$ cat config.mk
export PLATFORM = sky130hd
export DESIGN_NAME = idma_desc64_reg_submitter
export DESIGN_NICKNAME = d
export VERILOG_FILES = /design/src/rtl/idma_desc64_reg_pkg.sv /design/src/rtl/idma_desc64_submit_pkg.sv /design/src/rtl/fifo_v3.sv /design/src/rtl/idma_desc64_reg_submitter.sv
export SDC_FILE = /design/constraint.sdc
export NUM_CORES = 1
export LEC_CHECK = 0
export CAP_MARGIN = 15
export CELL_PAD_IN_SITES_DETAIL_PLACEMENT = 0
export CELL_PAD_IN_SITES_GLOBAL_PLACEMENT = 1
export CORE_MARGIN = 2
export CORE_UTILIZATION = 42
export CTS_BUF_LIST = sky130_fd_sc_hd__clkbuf_8
export DETAILED_ROUTE_END_ITERATION = 10
export GPL_TIMING_DRIVEN = 0
export PLACE_DENSITY = 0.81
export SLEW_MARGIN = 30
export SYNTH_ARGS = -nofsm -noshare
export SYNTH_HDL_FRONTEND = slang
export SYNTH_SLANG_ARGS = --single-unit
$ cat constraint.sdc
create_clock -name clk_i -period 4.5 [get_ports clk_i]
set_input_delay 1.35 -clock clk_i [delete_from_list [all_inputs] [get_ports clk_i]]
set_output_delay 1.35 -clock clk_i [all_outputs]
set_load 0.05 [all_outputs]
$ cat src/rtl/idma_desc64_reg_pkg.sv
// Register offsets of the iDMA desc64 register wrapper, as seen by regbus initiators.
package idma_desc64_reg_pkg;

    parameter int unsigned BlockAw = 6;

    parameter logic [BlockAw-1:0] IDMA_DESC64_DESC_ADDR_OFFSET = 6'h0;
    parameter logic [BlockAw-1:0] IDMA_DESC64_STATUS_OFFSET    = 6'h8;

endpackage

$ cat src/rtl/idma_desc64_submit_pkg.sv
// Types shared by the desc64 descriptor submitter.
// BACKOFF only exists when IDMA_DESC64_SUBMIT_RETRY_EN is defined.
package idma_desc64_submit_pkg;

    typedef enum logic [1:0] {
        Idle    = 2'd0,
        Write   = 2'd1
`ifdef IDMA_DESC64_SUBMIT_RETRY_EN
        ,
        Backoff = 2'd2
`endif
    } submit_state_e;

    typedef struct packed {
        logic [31:0] addr;
        logic        write;
        logic [63:0] wdata;
        logic [7:0]  wstrb;
        logic        valid;
    } submit_reg_req_t;

    typedef struct packed {
        logic [63:0] rdata;
        logic        error;
        logic        ready;
    } submit_reg_rsp_t;

    // Retry counter width; never zero so MaxRetries=0 still yields a legal vector.
    function automatic int unsigned retry_cnt_width(input int unsigned max_retries);
        return (max_retries > 0) ? $clog2(max_retries + 1) : 1;
    endfunction

endpackage

$ cat src/rtl/fifo_v3.sv
// Synchronous FIFO with optional fall-through, interface-compatible subset of common_cells fifo_v3.
module fifo_v3 #(
    parameter bit          FALL_THROUGH = 1'b0,
    parameter int unsigned DATA_WIDTH   = 32,
    parameter int unsigned DEPTH        = 8,
    parameter int unsigned ADDR_DEPTH   = (DEPTH > 1) ? $clog2(DEPTH) : 1
) (
    input  logic                  clk_i,
    input  logic                  rst_ni,
    input  logic                  flush_i,
    output logic                  full_o,
    output logic                  empty_o,
    output logic [ADDR_DEPTH-1:0] usage_o,
    input  logic [DATA_WIDTH-1:0] data_i,
    input  logic                  push_i,
    output logic [DATA_WIDTH-1:0] data_o,
    input  logic                  pop_i
);

    localparam int unsigned FifoDepth = (DEPTH > 0) ? DEPTH : 1;

    logic [ADDR_DEPTH-1:0] read_ptr_q, read_ptr_d;
    logic [ADDR_DEPTH-1:0] write_ptr_q, write_ptr_d;
    logic [ADDR_DEPTH:0]   status_cnt_q, status_cnt_d;
    logic [DATA_WIDTH-1:0] mem_q [FifoDepth];
    logic                  mem_we;

    assign usage_o = status_cnt_q[ADDR_DEPTH-1:0];
    assign full_o  = (status_cnt_q == (ADDR_DEPTH + 1)'(FifoDepth));
    assign empty_o = (status_cnt_q == '0) & ~(FALL_THROUGH & push_i);

    always_comb begin
        read_ptr_d   = read_ptr_q;
        write_ptr_d  = write_ptr_q;
        status_cnt_d = status_cnt_q;
        data_o       = mem_q[read_ptr_q];
        mem_we       = 1'b0;

        if (push_i && !full_o) begin
            mem_we       = 1'b1;
            write_ptr_d  = (write_ptr_q == ADDR_DEPTH'(FifoDepth - 1)) ? '0 : write_ptr_q + 1'b1;
            status_cnt_d = status_cnt_q + 1'b1;
        end

        if (pop_i && !empty_o) begin
            read_ptr_d   = (read_ptr_q == ADDR_DEPTH'(FifoDepth - 1)) ? '0 : read_ptr_q + 1'b1;
            status_cnt_d = status_cnt_q - 1'b1;
        end

        if (push_i && pop_i && !full_o && !empty_o) begin
            status_cnt_d = status_cnt_q;
        end

        // Fall-through: an empty FIFO forwards the input and skips storage if popped.
        if (FALL_THROUGH && (status_cnt_q == '0) && push_i) begin
            data_o = data_i;
            if (pop_i) begin
                status_cnt_d = status_cnt_q;
                read_ptr_d   = read_ptr_q;
                write_ptr_d  = write_ptr_q;
                mem_we       = 1'b0;
            end
        end
    end

    always_ff @(posedge clk_i or negedge rst_ni) begin
        if (!rst_ni) begin
            read_ptr_q   <= '0;
            write_ptr_q  <= '0;
            status_cnt_q <= '0;
        end else if (flush_i) begin
            read_ptr_q   <= '0;
            write_ptr_q  <= '0;
            status_cnt_q <= '0;
        end else begin
            read_ptr_q   <= read_ptr_d;
            write_ptr_q  <= write_ptr_d;
            status_cnt_q <= status_cnt_d;
        end
    end

    always_ff @(posedge clk_i) begin
        if (mem_we) begin
            mem_q[write_ptr_q] <= data_i;
        end
    end

endmodule

$ cat src/rtl/idma_desc64_reg_submitter.sv
// Regbus initiator writing buffered descriptor addresses into the desc64 frontend.
// Define IDMA_DESC64_SUBMIT_RETRY_EN to reissue erroring writes up to MaxRetries times.
module idma_desc64_reg_submitter
    import idma_desc64_submit_pkg::*;
    import idma_desc64_reg_pkg::*;
#(
    parameter int unsigned          AddrWidth   = 32,
    parameter type                  reg_req_t   = idma_desc64_submit_pkg::submit_reg_req_t,
    parameter type                  reg_rsp_t   = idma_desc64_submit_pkg::submit_reg_rsp_t,
    parameter logic [AddrWidth-1:0] RegBaseAddr = '0,
    parameter int unsigned          FifoDepth   = 4,
    parameter int unsigned          MaxRetries  = 3
) (
    input  logic        clk_i,
    input  logic        rst_i,
    input  logic [63:0] desc_addr_i,
    input  logic        desc_valid_i,
    output logic        desc_ready_o,
    output reg_req_t    reg_req_o,
    input  reg_rsp_t    reg_rsp_i,
    output logic        busy_o,
    output logic        err_o,
    output logic [63:0] err_addr_o,
    output logic [31:0] submitted_cnt_o
);

    localparam logic [AddrWidth-1:0] TargetAddr =
        RegBaseAddr + AddrWidth'(IDMA_DESC64_DESC_ADDR_OFFSET);
    localparam int unsigned FifoAddrW = (FifoDepth > 1) ? $clog2(FifoDepth) : 1;

    logic                 rst_n;
    logic                 fifo_full, fifo_empty, fifo_push, fifo_pop;
    logic [FifoAddrW-1:0] fifo_usage;
    logic [63:0]          fifo_head;
    logic                 handshake, drop, last_entry;

    submit_state_e state_q, state_d;
    logic [31:0]   cnt_q, cnt_d;
    logic          err_q, err_d;
    logic [63:0]   err_addr_q, err_addr_d;

    assign rst_n = ~rst_i;

    fifo_v3 #(
        .FALL_THROUGH (1'b0),
        .DATA_WIDTH   (64),
        .DEPTH        (FifoDepth)
    ) i_desc_fifo (
        .clk_i   (clk_i),
        .rst_ni  (rst_n),
        .flush_i (1'b0),
        .full_o  (fifo_full),
        .empty_o (fifo_empty),
        .usage_o (fifo_usage),
        .data_i  (desc_addr_i),
        .push_i  (fifo_push),
        .data_o  (fifo_head),
        .pop_i   (fifo_pop)
    );

    assign desc_ready_o = ~fifo_full;
    assign fifo_push    = desc_valid_i & ~fifo_full;
    assign handshake    = (state_q == Write) & reg_rsp_i.ready;

    // usage_o wraps to 0 when full, so "exactly one left" needs the depth-1 special case.
    assign last_entry = (FifoDepth == 1) ? 1'b1 : (fifo_usage == FifoAddrW'(1));

`ifdef IDMA_DESC64_SUBMIT_RETRY_EN
    localparam int unsigned RetryW = retry_cnt_width(MaxRetries);
    logic [RetryW-1:0] retry_q, retry_d;

    assign drop = (retry_q >= RetryW'(MaxRetries));
`else
    assign drop = 1'b1;
`endif

    assign fifo_pop = handshake & (~reg_rsp_i.error | drop);

    always_comb begin
        state_d    = state_q;
        cnt_d      = cnt_q;
        err_d      = 1'b0;
        err_addr_d = err_addr_q;
        reg_req_o  = '0;
`ifdef IDMA_DESC64_SUBMIT_RETRY_EN
        retry_d    = retry_q;
`endif

        case (state_q)
            Idle: begin
                if (!fifo_empty) begin
                    state_d = Write;
                end
            end
            Write: begin
                reg_req_o.valid = 1'b1;
                reg_req_o.write = 1'b1;
                reg_req_o.wstrb = '1;
                reg_req_o.addr  = TargetAddr;
                reg_req_o.wdata = fifo_head;
                if (handshake && !reg_rsp_i.error) begin
                    cnt_d = cnt_q + 32'd1;
                end
                if (fifo_pop) begin
                    if (reg_rsp_i.error) begin
                        err_d      = 1'b1;
                        err_addr_d = fifo_head;
                    end
                    // A concurrent push keeps the FIFO non-empty for back-to-back issue.
                    state_d = (fifo_push || !last_entry) ? Write : Idle;
`ifdef IDMA_DESC64_SUBMIT_RETRY_EN
                    retry_d = '0;
`endif
                end
`ifdef IDMA_DESC64_SUBMIT_RETRY_EN
                else if (handshake) begin
                    retry_d = retry_q + 1'b1;
                    state_d = Backoff;
                end
`endif
            end
`ifdef IDMA_DESC64_SUBMIT_RETRY_EN
            Backoff: begin
                state_d = Write;
            end
`endif
            default: begin
                state_d = Idle;
            end
        endcase
    end

    always_ff @(posedge clk_i or posedge rst_i) begin
        if (rst_i) begin
            state_q    <= Idle;
            cnt_q      <= '0;
            err_q      <= 1'b0;
            err_addr_q <= '0;
        end else begin
            state_q    <= state_d;
            cnt_q      <= cnt_d;
            err_q      <= err_d;
            err_addr_q <= err_addr_d;
        end
    end

`ifdef IDMA_DESC64_SUBMIT_RETRY_EN
    always_ff @(posedge clk_i or posedge rst_i) begin
        if (rst_i) begin
            retry_q <= '0;
        end else begin
            retry_q <= retry_d;
        end
    end
`endif

    assign busy_o          = (state_q != Idle) | ~fifo_empty;
    assign err_o           = err_q;
    assign err_addr_o      = err_addr_q;
    assign submitted_cnt_o = cnt_q;

endmodule
==> run_results.csv, run 1 <==
group,metric,value,unit
pwr,fin_total_pwr,14.2,mW
worst_setup_path,critPathLaunch,"i_desc_fifo.read_ptr_q[0]",
sta,setup_viol,0,
floorplan,ioPinCount,338,
global_route,grt_pass1_vias,8597,
synth,yosysTopAreaCell,"edfxtp_1",
global_route,antenna_found_initial,3,
sta,fin_crit_sh,0.951,
clocking,cts_max_level,2,
worst_setup_path,cp_cell_sequence,"buf_2 -> mux4_2 -> and2_1 -> clkdlybuf4s50_1",
worst_setup_path,crit_arrival,2930,ps
synth,async_reset_ff_frac,0.291,
sta,slew_viol_final,0,
drt,dr.pass1.iters,5,
clocking,clock_latency,590,ps
clocking,path_clk_slew,60,ps
synth,ys_warn_count,0,
clocking,cts_buffer_depth,3,
worst_setup_path,cp-end-kind,"output pin",
worst_hold_path,hp-start,"err_addr_o[17]",
synth,synth_top_family_by_area,"simple AND/OR/NAND/NOR gates",
sta,setup_tns,0,ps
synth,syn_area_per_cell,16.0,um^2
worst_setup_path,worstSetupPathType,"flip-flop to output pin",
synth,muxShareOfSynthArea,0.105,
drt,routed_wl,32.2,mm
worst_setup_path,worst-path-max-fanout,10,
final_layout,final_area,0.0187,mm^2
sta,whs,468,ps
floorplan,core_area,0.0335,mm^2
synth,synth-xor-area-share,0.0208,
clocking,cts_root_buf,"clkbuf_8",
sta,fin_ws,223,ps
pwr,power_density,757,mW/mm^2
worst_setup_path,slowest_stage,"clkdlybuf4s50_1",
drt,vias_per_cell,4.78,
worst_setup_path,r2r-start,"state_q[0]",
drt,via_count,8245,
floorplan,row_count,67,
synth,synth_area_leaders,"edfxtp_1, dfrtp_1, mux4_2",
sta,hold_viol,0,
worst_setup_path,ff2ff_setup_slack,2200,ps
worst_hold_path,hold_class,"flip-flop to flip-flop",
synth,ys.flop_type,"edfxtp_1",
synth,synth-simple-area-share,0.107,
clocking,cts_tree,"done",
final_layout,area_delta_synth_final,31.2,%
sta,fmax,234,MHz
synth,synth_adder_area_share,0.00613,
worst_setup_path,cpLargestDelayFamily,"buffers and inverters",
pwr,leakage,7.39,nW
global_route,grt_overflow,0,
synth,synth_edf_count,256,
placed_design,placed_cell_area,0.0175,mm^2
flow_run,drv_cap,0,
floorplan,die_w,188,um
clocking,cts_buffers,58,
sta,worst_slew_pin_slew,851,ps
pwr,max-vdd-ir-drop,0.515,mV
placed_design,globalplace.congestion,0.756,
final_layout,drive_gt1_frac,0.178,
worst_setup_path,cpPeakStageDelay,710,ps
global_route,grt_pass1_wl,49.7,mm
drt,ant_nets,0,
synth,yosys.cell_types.count,39,
placed_design,dp_slack,89.6,ps
synth,netlist_area,0.0143,mm^2
synth,synth_top_area_share,0.538,
global_route,track_usage,0.182,
drt,wl_per_cell,18.7,um
synth,ys_seq_area_frac,0.722,
drt,drc,0,
floorplan,die_y,188,um
placed_design,io_buffers,241,
floorplan,die_area,0.0355,mm^2
drt,drt-initial-drc-count,572,
global_route,grt_start_max_net_pins,68,
synth,synthCells,890,
final_layout,final_cell_mix,"edfxtp_1, nand2_1, clkdlybuf4s50_1",
floorplan,initial_utilization,0.426,
status,status,"complete, no violations",
sta,rsz0062_at_grt,"no",
sta,fin_skew,34.5,ps
synth,synth-compound-area-share,0.00543,
final_layout,final_nets,1367,
synth,ys_seq_elements,361,
worst_setup_path,critPathBufInv,2,
final_layout,final_common_cell,"edfxtp_1",
sta,max-slew-margin-rel,0.433,
sta,min_period,4280,ps
worst_setup_path,setup.worst_path.start_class,"flip-flop",
clocking,numClockSinks,361,
placed_design,hpwl,21.3,mm
worst_setup_path,cp_data_required_time,3150,ps
## cell families (layout without fill, tap and decap cells)
group,after synthesis,after routing
compound gates,9,9
flops,361,361
xor+xnor,34,34
other cells,1,34
fa+ha+maj,7,7
simple gates,328,328
buf+inv,81,434
mux,69,69
## registers in the layout, summed over array words and instances (netlist names)
signal,flops
i_desc_fifo.mem_q,256
err_addr_o,64
submitted_cnt_o,32
i_desc_fifo.status_cnt_q,3
i_desc_fifo.read_ptr_q,2
i_desc_fifo.write_ptr_q,2
err_o,1
state_q,1
## power by group
| group | total [mW] | internal (mW) | switching, mW |
|---|---|---|---|
| clock network | 2.84 | 1.59 | 1.25 |
| registers | 4.73 | 4.41 | 0.327 |
| logic | 6.60 | 2.25 | 4.35 |
## cells in the mapped netlist, drive strengths merged, types with 2 or more instances
library cell and n:
clkbuf 26, o21ai 2, nand4 5, or4 2, xnor2 22, nor4 2
and3 10, xor2 12, ha 7, inv 4, nor2 8, dfrtp 105
nand2 212, and2 65, buf 51, nand3 13, mux2 5, mux4 64
and4 2, edfxtp 256, nor3 5
## final timing paths
check                           depth (start not counted)                   to
worst max-delay path                                    4        reg_req_o[30]
worst min-delay path                                    2       err_addr_o[17]
worst max register to register                          6       err_addr_o[21]
worst min register to register                          2       err_addr_o[17]
max in group asynchronous                               3           state_q[0]
min in group asynchronous                               2  submitted_cnt_o[31]
## through the flow
step           utilization  std cells
6_report             0.559       1724
5_1_grt              0.559       1722
4_1_cts              0.558       1722
3_5_place_dp         0.523       1615
3_3_place_gp         0.518       1610
2_1_floorplan            -        921
## layer usage
metal  vias up  track usage  wire length, um
li1       3840            -                -
met1      4069        0.244            13800
met2       277        0.299            15400
met3        59       0.0453             2310
met4         0       0.0517              670
met5         -            0                0
## what timing repair did
action | in CTS | in global routing
hold buffers | 0 | 0
endpoints found under the setup margin | 63 | 9
gates resized for setup | 45 | 9
buffers inserted | 0 | 0
endpoints found under the hold margin | 0 | 0
## final cells by class
cell class	count	area, um^2
fill	2748	14800
sequential	361	10300
multi-input combinational	479	3640
timing repair buffer	246	2520
clock buffer	64	881
tap	448	561
buffer	77	478
clock inverter	43	319
inverter	4	22.5
antenna	2	5.00
## worst min-delay path: cells and delay by family (launching register included)
kind             cells  cell delay [ps]
flip-flops           1              330
AND/OR/NAND/NOR      2              100
Note: power is estimated with default switching activity, not from simulation.
==> run 2, diff against run 1 <==
CORE_MARGIN = 5   (was 2)
CTS_CLUSTER_DIAMETER = 40   (was not set)
PLACE_DENSITY = not set   (was 0.81)
PLACE_DENSITY_LB_ADDON = 0.1   (was not set)
==> run_results.csv, run 2 (synthesis results as in run 1) <==
group,metric,value,unit
clocking,cts_root_buf,"clkbuf_8",
placed_design,placed_cell_area,0.0175,mm^2
worst_setup_path,setup.worst_path.start_class,"flip-flop",
drt,wl_per_cell,19.2,um
floorplan,core_area,0.0335,mm^2
status,status,"complete, no violations",
final_layout,largest_reg_flops,256,
pwr,power_density,765,mW/mm^2
clocking,clock_latency,610,ps
sta,fin_skew,22.3,ps
clocking,cts_max_level,2,
clocking,numClockSinks,361,
final_layout,final_cell_mix,"edfxtp_1, nand2_1, clkdlybuf4s50_1",
worst_setup_path,cp_data_required_time,3150,ps
floorplan,die_y,194,um
sta,whs,472,ps
final_layout,largest_register,"i_desc_fifo.mem_q",
clocking,path_clk_slew,60,ps
placed_design,place_inst,1615,
worst_setup_path,worstSetupPathType,"flip-flop to output pin",
drt,drt-initial-drc-count,370,
worst_setup_path,worst-path-max-fanout,18,
sta,min_period,4320,ps
sta,slew_viol_final,0,
clocking,cts_buffer_depth,3,
clocking,cts_buffers,60,
global_route,grt_overflow,0,
floorplan,die_w,194,um
sta,setup_tns,0,ps
floorplan,die_area,0.0378,mm^2
flow_run,drv_cap,0,
pwr,leakage,7.49,nW
drt,drc,0,
worst_hold_path,hold_class,"flip-flop to flip-flop",
placed_design,io_buffers,241,
final_layout,multi_input_area,0.00364,mm^2
global_route,grt_pass1_wl,51.6,mm
final_layout,regArea,0.0103,mm^2
floorplan,row_count,67,
drt,vias_per_cell,4.76,
drt,ant_nets,0,
final_layout,final_area,0.0189,mm^2
global_route,grt_pass1_vias,8770,
final_layout,drive_gt1_frac,0.193,
drt,dr.pass1.iters,5,
worst_setup_path,crit_arrival,2970,ps
sta,worst_slew_pin_slew,973,ps
final_layout,layout.cells.non_filler,1730,
worst_setup_path,cp-end-kind,"output pin",
final_layout,num-fill-cells,2736,
sta,fin_crit_sh,0.960,
clocking,cts_tree,"done",
sta,hold_viol,0,
floorplan,initial_utilization,0.426,
final_layout,final_common_cell,"edfxtp_1",
clocking,postCtsHoldBufs,0,
sta,rsz0062_at_grt,"no",
sta,max-slew-margin-rel,0.352,
pwr,max-vdd-ir-drop,0.509,mV
drt,routed_wl,33.2,mm
placed_design,hpwl,22.1,mm
final_layout,final_nets,1369,
drt,via_count,8231,
placed_design,globalplace.congestion,0.778,
final_layout,area_delta_synth_final,32.2,%
sta,setup_viol,0,
sta,fmax,231,MHz
global_route,track_usage,0.174,
global_route,antenna_found_initial,2,
floorplan,ioPinCount,338,
global_route,grt_start_max_net_pins,65,
-- run 2: critical path, cell delays in order (launching register included) --
cell,delay [ps]
dfrtp_2,580
clkbuf_2,410
clkbuf_2,340
and2_1,170
clkdlybuf4s50_1,860
-- run 2: what timing repair did --
| item | in CTS | in global routing |
|---|---|---|
| setup endpoints to repair | 64 | 22 |
| resized for setup | 42 | 17 |
| buffers inserted | 0 | 0 |
-- run 2: layout make-up --
| class | count | share of cell area |
|---|---|---|
| well taps | 448 | 0.0297 |
| clock buffers | 72 | 0.0525 |
| flip-flops and latches | 361 | 0.547 |
| plain buffers | 77 | 0.0255 |
| diodes | 1 | 0.000133 |
| repair buffers | 246 | 0.135 |
| inverters | 4 | 0.00119 |
| clock inverters | 42 | 0.0171 |
| multi-input cells | 479 | 0.193 |
-- run 2: metal layers --
metal  GRT usage  wire length, um  vias to the layer above
li1            -                -                     3845
met1       0.234            14400                     4050
met2       0.281            15900                      270
met3      0.0464             2120                       64
met4      0.0526              815                        2
met5           0               13                        -
-- run 2: worst paths after layout --
| path | startpoint | to | slack (ps) | cells past startpoint |
|---|---|---|---|---|
| worst max-delay path | state_q[0] | reg_req_o[28] | 180 | 4 |
| worst min-delay path | err_addr_o[12] | err_addr_o[12] | 470 | 2 |
| worst max register to register | state_q[0] | err_addr_o[26] | 2150 | 6 |
| worst min register to register | err_addr_o[12] | err_addr_o[12] | 470 | 2 |
| max in group asynchronous | rst_i | err_addr_o[9] | 2690 | 3 |
| min in group asynchronous | rst_i | submitted_cnt_o[20] | 1140 | 2 |
-- run 2: power by group --
part	leakage (nW)	total (mW)	switching, mW	internal (mW)
combinational	3.09	6.63	4.36	2.27
clock	0.722	3.07	1.32	1.75
sequential	3.68	4.73	0.325	4.41
-- run 2: through the flow --
step / setup slack, ps / util / power (mW)
after floorplan: 389 / - / 9.31
after global placement: -1730 / 0.518 / 11.6
after detailed placement: 3.43 / 0.523 / 11.6
after CTS: 0.548 / 0.562 / 14.7
after global routing: 8.71 / 0.563 / 15.1
final: 179 / 0.563 / 14.4
==> run 3, diff against run 2 <==
CORE_MARGIN = 1.5   (was 5)
==> run_results.csv, run 3 (synthesis results as in run 1) <==
group,metric,value,unit
sta,min_period,4360,ps
sta,setup_tns,0,ps
worst_setup_path,r2r-end,"err_addr_o[16]",
global_route,grt_pass1_wl,50.2,mm
floorplan,ioPinCount,338,
drt,drt-initial-drc-count,477,
global_route,track_usage,0.188,
placed_design,hpwl,20.8,mm
global_route,antenna_found_initial,3,
sta,fin_crit_sh,0.969,
placed_design,globalplace.congestion,0.733,
drt,drc,0,
worst_setup_path,cp-end-kind,"output pin",
clocking,cts_tree,"done",
sta,max-slew-margin-rel,0.576,
drt,top_layer,"met5",
drt,met1Wirelength,14.0,mm
final_layout,final_nets,1370,
drt,ant_nets,0,
pwr,fin_total_pwr,14.2,mW
clocking,post_cts_buffers,0,
global_route,grt_overflow,0,
floorplan,die_area,0.0351,mm^2
clocking,postCtsHoldBufs,0,
placed_design,dp_slack,205,ps
sta,fin_ws,139,ps
drt,dr.pass1.iters,4,
pwr,power_density,756,mW/mm^2
placed_design,io_buffers,241,
drt,wl_met2,15.4,mm
global_route,grt_start_max_net_pins,56,
global_route,grt_pass1_vias,8543,
clocking,cts_root_buf,"clkbuf_8",
sta,setup_viol,0,
final_layout,drive_gt1_frac,0.178,
worst_setup_path,cp_data_required_time,3150,ps
worst_setup_path,worstSetupPathType,"flip-flop to output pin",
final_layout,largest_register,"i_desc_fifo.mem_q",
clocking,numClockSinks,361,
flow_run,drv_cap,0,
pwr,max-vdd-ir-drop,0.490,mV
clocking,path_clk_slew,60,ps
drt,via_count,8224,
status,status,"complete, no violations",
drt,vias_per_cell,4.75,
final_layout,antennaDiodeCount,0,
clocking,cts_max_level,2,
worst_setup_path,crit_arrival,3010,ps
worst_setup_path,worst-path-max-fanout,10,
sta,worst_slew_pin_slew,636,ps
worst_hold_path,hold_class,"flip-flop to flip-flop",
clocking,cts_buffer_depth,3,
sta,rsz0062_at_grt,"no",
final_layout,area_delta_synth_final,31.2,%
clocking,clock_latency,620,ps
floorplan,row_count,67,
floorplan,die_y,187,um
drt,routed-wl-met3,2.08,mm
floorplan,die_w,187,um
floorplan,core_area,0.0335,mm^2
final_layout,final_cell_mix,"edfxtp_1, nand2_1, clkdlybuf4s50_1",
worst_setup_path,cp-endpoint,"reg_req_o[13]",
sta,fmax,229,MHz
worst_setup_path,ff2ff_setup_slack,2470,ps
worst_setup_path,setup.worst_path.start_class,"flip-flop",
drt,wl_per_cell,18.5,um
worst_setup_path,r2r-start,"state_q[0]",
sta,slew_viol_final,0,
pwr,leakage,7.43,nW
floorplan,initial_utilization,0.426,
worst_setup_path,reg2reg_depth,6,
worst_setup_path,critPathLaunch,"i_desc_fifo.read_ptr_q[0]",
final_layout,final_common_cell,"edfxtp_1",
final_layout,largest_reg_flops,256,
sta,hold_viol,0,
drt,routed_wl,32.0,mm
sta,fin_skew,29.3,ps
clocking,cts_buffers,61,
==> run 3: what timing repair did <==
| action | in CTS | in global routing |
|---|---|---|
| resized for setup | 48 | 6 |
| cloned | 0 | 0 |
| setup endpoints to repair | 63 | 6 |
==> run 3: stage by stage <==
step / instances / hold WS [ps] / util / instance area [um^2]
final: 1731 / 472 / 0.559 / 18700
after global routing: 1731 / 493 / 0.559 / 18700
after detailed placement: 1615 / 461 / 0.522 / 17500
after CTS: 1731 / 476 / 0.558 / 18700
after floorplan: 921 / 560 / - / 14400
after global placement: 1610 / 459 / 0.518 / 17400
==> run 3: critical path, stage by stage, from the launching register on <==
cell and delay, ps:
dfrtp_1 450, buf_4 280, buf_4 270, mux4_2 540
and2_1 170, clkdlybuf4s50_1 690
==> run 3: worst min-delay path by stage <==
| stage | endpoint | start | depth (start not counted) | slack [ps] |
|---|---|---|---|---|
| 6_report | err_addr_o[24] | err_addr_o[24] | 2 | 470 |
| 5_1_grt | submitted_cnt_o[31] | submitted_cnt_o[31] | 1 | 490 |
| 4_1_cts | err_addr_o[60] | err_addr_o[60] | 2 | 480 |
| 3_5_place_dp | err_addr_o[52] | err_addr_o[52] | 2 | 460 |
| 3_3_place_gp | err_addr_o[22] | err_addr_o[22] | 2 | 460 |
| 2_1_floorplan | i_desc_fifo.write_ptr_q[0] | i_desc_fifo.write_ptr_q[0] | 1 | 560 |
==> run 3: cell type report <==
class / count / area, um^2
inverters: 4 / 22.5
fillers: 2803 / 14800
flip-flops and latches: 361 / 10300
multi-input cells: 479 / 3640
clock inverters: 48 / 290
clock buffers: 68 / 936
plain buffers: 77 / 479
well taps: 448 / 561
repair buffers: 246 / 2500
==> run 3: routing by layer <==
layer	vias to the layer above	GRT usage
met5	-	0
met4	6	0.0498
met3	48	0.0518
met2	255	0.301
met1	4082	0.254
li1	3833	-
==> run 3: report_power, final <==
part / switching [mW] / total, mW / internal (mW)
logic: 4.35 / 6.58 / 2.23
registers: 0.312 / 4.72 / 4.41
clock network: 1.30 / 2.86 / 1.56
